## src/rtl/sync_fifo_param.sv

```systemverilog
// Single-clock parametrised FIFO with standard or first-word-fall-through reads,
// programmable almost-full/almost-empty thresholds, fill count and sticky error flags.
module sync_fifo_param #(
    parameter int DATA_WIDTH = 8,
    parameter int ADDR_WIDTH = 4,
    parameter int FWFT       = 0,
    parameter int AF_THRESH  = 14,
    parameter int AE_THRESH  = 2
) (
    input  logic                  clk,
    input  logic                  rst,
    input  logic [DATA_WIDTH-1:0] data_in,
    input  logic                  wrreq,
    input  logic                  rdreq,
    input  logic                  clr_err,
    output logic [DATA_WIDTH-1:0] data_out,
    output logic                  full,
    output logic                  empty,
    output logic                  almost_full,
    output logic                  almost_empty,
    output logic [ADDR_WIDTH:0]   count,
    output logic                  overflow,
    output logic                  underflow
);

    localparam int DEPTH = 1 << ADDR_WIDTH;
    localparam int CW    = ADDR_WIDTH + 1;
    localparam logic [CW-1:0] DEPTH_C = CW'(DEPTH);
    localparam logic [CW-1:0] AF_C    = CW'(AF_THRESH);
    localparam logic [CW-1:0] AE_C    = CW'(AE_THRESH);

    logic [DATA_WIDTH-1:0] mem [DEPTH];

    logic [ADDR_WIDTH-1:0] wrPtr_q, wrPtr_d;
    logic [ADDR_WIDTH-1:0] rdPtr_q, rdPtr_d;
    logic [CW-1:0]         count_q, count_d;
    logic [DATA_WIDTH-1:0] data_q, data_d;
    logic                  overflow_q, overflow_d;
    logic                  underflow_q, underflow_d;
    logic                  rdAccept;
    logic                  wrAccept;

    assign full         = (count_q == DEPTH_C);
    assign empty        = (count_q == '0);
    assign almost_full  = (count_q >= AF_C);
    assign almost_empty = (count_q <= AE_C);
    assign count        = count_q;
    assign overflow     = overflow_q;
    assign underflow    = underflow_q;

    // A pop at full frees a slot in the same edge, so a simultaneous push is taken.
    assign rdAccept = rdreq && !empty;
    assign wrAccept = wrreq && (!full || rdAccept);

    always_comb begin
        wrPtr_d     = wrPtr_q;
        rdPtr_d     = rdPtr_q;
        count_d     = count_q;
        data_d      = data_q;
        overflow_d  = overflow_q;
        underflow_d = underflow_q;

        if (wrAccept) begin
            wrPtr_d = wrPtr_q + 1'b1;
        end
        if (rdAccept) begin
            rdPtr_d = rdPtr_q + 1'b1;
            data_d  = mem[rdPtr_q];
        end

        if (wrAccept && !rdAccept) begin
            count_d = count_q + 1'b1;
        end else if (rdAccept && !wrAccept) begin
            count_d = count_q - 1'b1;
        end

        // A fresh error in the same cycle as a clear must still be recorded.
        if (clr_err) begin
            overflow_d  = 1'b0;
            underflow_d = 1'b0;
        end
        if (wrreq && full && !rdreq) begin
            overflow_d = 1'b1;
        end
        if (rdreq && empty) begin
            underflow_d = 1'b1;
        end
    end

    always_ff @(posedge clk) begin
        if (!rst) begin
            wrPtr_q     <= '0;
            rdPtr_q     <= '0;
            count_q     <= '0;
            data_q      <= '0;
            overflow_q  <= 1'b0;
            underflow_q <= 1'b0;
        end else begin
            wrPtr_q     <= wrPtr_d;
            rdPtr_q     <= rdPtr_d;
            count_q     <= count_d;
            data_q      <= data_d;
            overflow_q  <= overflow_d;
            underflow_q <= underflow_d;
        end
    end

    always_ff @(posedge clk) begin
        if (rst && wrAccept) begin
            mem[wrPtr_q] <= data_in;
        end
    end

    // In FWFT mode the head word is shown directly; data_q keeps the last popped word for when empty.
    generate
        if (FWFT != 0) begin : gFwft
            assign data_out = empty ? data_q : mem[rdPtr_q];
        end else begin : gStd
            assign data_out = data_q;
        end
    endgenerate

endmodule

```

## config.mk

```make
export PLATFORM = sky130hd
export DESIGN_NAME = sync_fifo_param
export DESIGN_NICKNAME = d
export VERILOG_FILES = /design/src/rtl/sync_fifo_param.sv
export SDC_FILE = /design/constraint.sdc
export NUM_CORES = 1
export LEC_CHECK = 0
export CORE_UTILIZATION = 41
export CTS_CLUSTER_DIAMETER = 200
export DETAILED_ROUTE_END_ITERATION = 7
export PLACE_DENSITY = 0.68
export SLEW_MARGIN = 0
export SYNTH_ARGS = -nofsm -noshare
export SYNTH_HDL_FRONTEND = slang
export SYNTH_SLANG_ARGS = --single-unit
```

## constraint.sdc

```tcl
create_clock -name clk -period 3.8 [get_ports clk]
set_input_delay 0.76 -clock clk [delete_from_list [all_inputs] [get_ports clk]]
set_output_delay 0.76 -clock clk [all_outputs]
set_load 0.05 [all_outputs]
```

==> metrics.cfg <==
[status]
status=finished clean

[logic_synthesis]
yosysMostFrequentCell=edfxtp_1
syn_nets=396
synthMuxAreaShare_pct=11.8
synth-compound-area-share_pct=6.23
synthTopCellsByArea=edfxtp_1, dfxtp_1, mux2i_1, mux4_2, ha_1
synthArstFlopShare_pct=0
synthTopCellsByCount=edfxtp_1, mux2i_1, dfxtp_1
synth-edff-count=128
ys_warn_count=0
synth_ff_type=edfxtp_1
synthAdderAreaFrac_pct=2.18
synth.largest_area_cell=edfxtp_1
synth-seq-cells=151
synth_top_family_by_area=multiplexers
avgSynthCellArea_um2=16.3
yosys.area_share.simple_pct=5.73
ys_seq_area_share_pct=70.7
synth-xor-area-share_pct=1.15
synth_top_area_share_pct=63.1
netlist_area_um2=6090
ys_types=40
syn_inst=373

[min_path]
hold_path.class=register to register
whs_path_depth=2

[sta]
fin_crit_sh_pct=86.9
slew-limit-headroom_pct=24.3
setup_violations=0
hold_violations=0
period_minus_slack_ns=3.30
finalClockSkew_ns=0.00836
rsz0062_at_grt=no
setup_tns_ns=0
maxSlewViolCount=0
fmax_ghz=0.303
tightest_slew_ns=1.13

[place]
numPortBuffers=31
place.gp.congestion=0.791
dpl.hpwl_um=8200
dp_cells=584

[pwr]
power_frac_clock_pct=35.7
p_comb_share_pct=22.9
p_per_area_nw_per_um2=664
p_total_w=0.00483
intPower_w=0.00341
net-switching-power_w=0.00142
ir_drop_uv=342
seqPwrFrac_pct=41.4
p_sw_share_pct=29.4
p_leak_nw=2.33

[critical_path]
r2r_slack_ns=0.64
crit_path_start_kind=register
cp_num_cells=3
worstSetupPathType=register to output port
max_stage_delay_ns=0.82
rr_worst_depth=10
path_delay_family=simple AND/OR/NAND/NOR gates
cp_cell_sequence=or4_1, nor2_1, clkdlybuf4s50_1
required_ns=3.04
end_kind=output port
crit_buf_inv=1
cp_max_fo=8
crit_path_top_delay_cell=clkdlybuf4s50_1
critPathArrivalTime_ns=2.54

[clocking]
cts.path.max_buffers=2
cts_resized=0
cts_buffers=17
worst_skew_pair.late_latency_ns=0.41
clkSlewWorstSetupHoldPaths_ns=0.06
cts.hold.buffers_added=0
clock-sinks=151
cts_tree=built
cts_setup_buffers=0
cts.htree.levels=4
ctsRootBufferMaster=clkbuf_16

[global_route]
grt_pass1_vias=3393
grt_start_max_net_pins=36
antenna_found_initial=0
gr-usage-all-layers_pct=17.9
grt_pass1_wl_um=19500
grt_overflow_total=0

[finish]
areaGrowthSynthToFinish_pct=19.3
fin_util_pct=50.0
instances_no_fill=616
finalNetCount=442
antenna_cells=0
drive_gt1_share_pct=16.2

[floorplanning]
rows=44
dieArea_um2=15300
die_w_um=124
io_pins=32
core_area_um2=14500
die_y_um=124
start_util_pct=41.9

[detailed_routing]
drt-initial-drc-count=255
wl_per_cell_um=20.7
wl_um=12700
vias_per_cell=5.40
firstDrtPassIters=4
ant_nets=0
drc=0
vias=3329

[run]
maxCapViolCount=0

[power groups by stage]
stage	clock network (W)	logic, W	registers, W
after floorplan	0	0.000662	0.00216
after global placement	0	0.00108	0.00203
after detailed placement	0	0.00110	0.00203
after CTS	0.00175	0.00111	0.00200
after global routing	0.00182	0.00119	0.00201
final	0.00172	0.00111	0.00200
[sequential cells by signal, indices dropped and copies added, names as in the netlist]
register / cells
count: 5
data_out: 8
mem: 128
overflow: 1
rdPtr_q: 4
underflow: 1
wrPtr_q: 4
[worst paths after layout]
kind	start	endpoint
worst max-delay path	count[0]$_SDFFE_PN0P_	empty
worst min-delay path	data_out[4]$_SDFFE_PN0N_	data_out[4]$_SDFFE_PN0N_
worst max register to register	count[0]$_SDFFE_PN0P_	count[4]$_SDFFE_PN0P_
worst min register to register	data_out[4]$_SDFFE_PN0N_	data_out[4]$_SDFFE_PN0N_
[through the flow]
| stage | hold slack [ns] | instance area (µm²) | worst slack (ns) |
|---|---|---|---|
| 6_report | 0.560 | 7270 | 0.497 |
| 5_1_grt | 0.593 | 7270 | 0.398 |
| 4_1_cts | 0.555 | 7270 | 0.481 |
| 3_5_place_dp | 0.536 | 6650 | 0.312 |
| 3_3_place_gp | 0.542 | 6650 | 0.440 |
| 2_1_floorplan | 0.535 | 6090 | 0.615 |
[metal layers]
metal	routed length (µm)	vias to the layer above	global-route usage, %
met3	882	12	3.48
met1	5480	1650	24.0
met4	216	0	7.08
met5	0	-	0
li1	-	1534	-
met2	6160	133	28.7
[area by class of cell]
class / instances / area [µm²]
Tap cell: 184 / 230
Clock inverter: 11 / 146
Fill cell: 1182 / 7270
Multi-Input combinational cell: 196 / 1650
Timing Repair Buffer: 48 / 438
Inverter: 5 / 23.8
Clock buffer: 21 / 470
Sequential cell: 151 / 4310
[tightest hold or removal path: cells and delay by family, from the launching register on]
family          cells  cell delay, ns
flops               1            0.31
compound gates      2            0.20
[logic make-up (layout without fill, tap and decap cells)]
group	count (synthesis)	after routing
multiplexers	52	52
adder cells (fa/ha/maj)	10	10
AND/OR/NAND/NOR	69	69
AO/OA/AOI/OAI	57	57
buffers and inverters	26	85
flip-flops	151	151
XOR/XNOR	8	8
[layout by cell type (no fill, tap or decap), drive strengths merged, types with 5 or more instances in the layout]
cell,netlist,routed
a21oi,12,12
a22oi,8,8
and2,7,7
buf,9,17
clkbuf,12,21
clkdlybuf4s50,0,31
clkinv,0,5
dfxtp,23,23
edfxtp,128,128
ha,9,9
inv,5,6
mux2i,36,36
mux4,16,16
nand2,9,9
nand3,5,5
nor2,21,21
nor2b,8,8
nor3,9,9
o21ai,10,10
o22ai,16,16
xnor2,7,7
No activity file was read; power rests on OpenSTA's default activity.
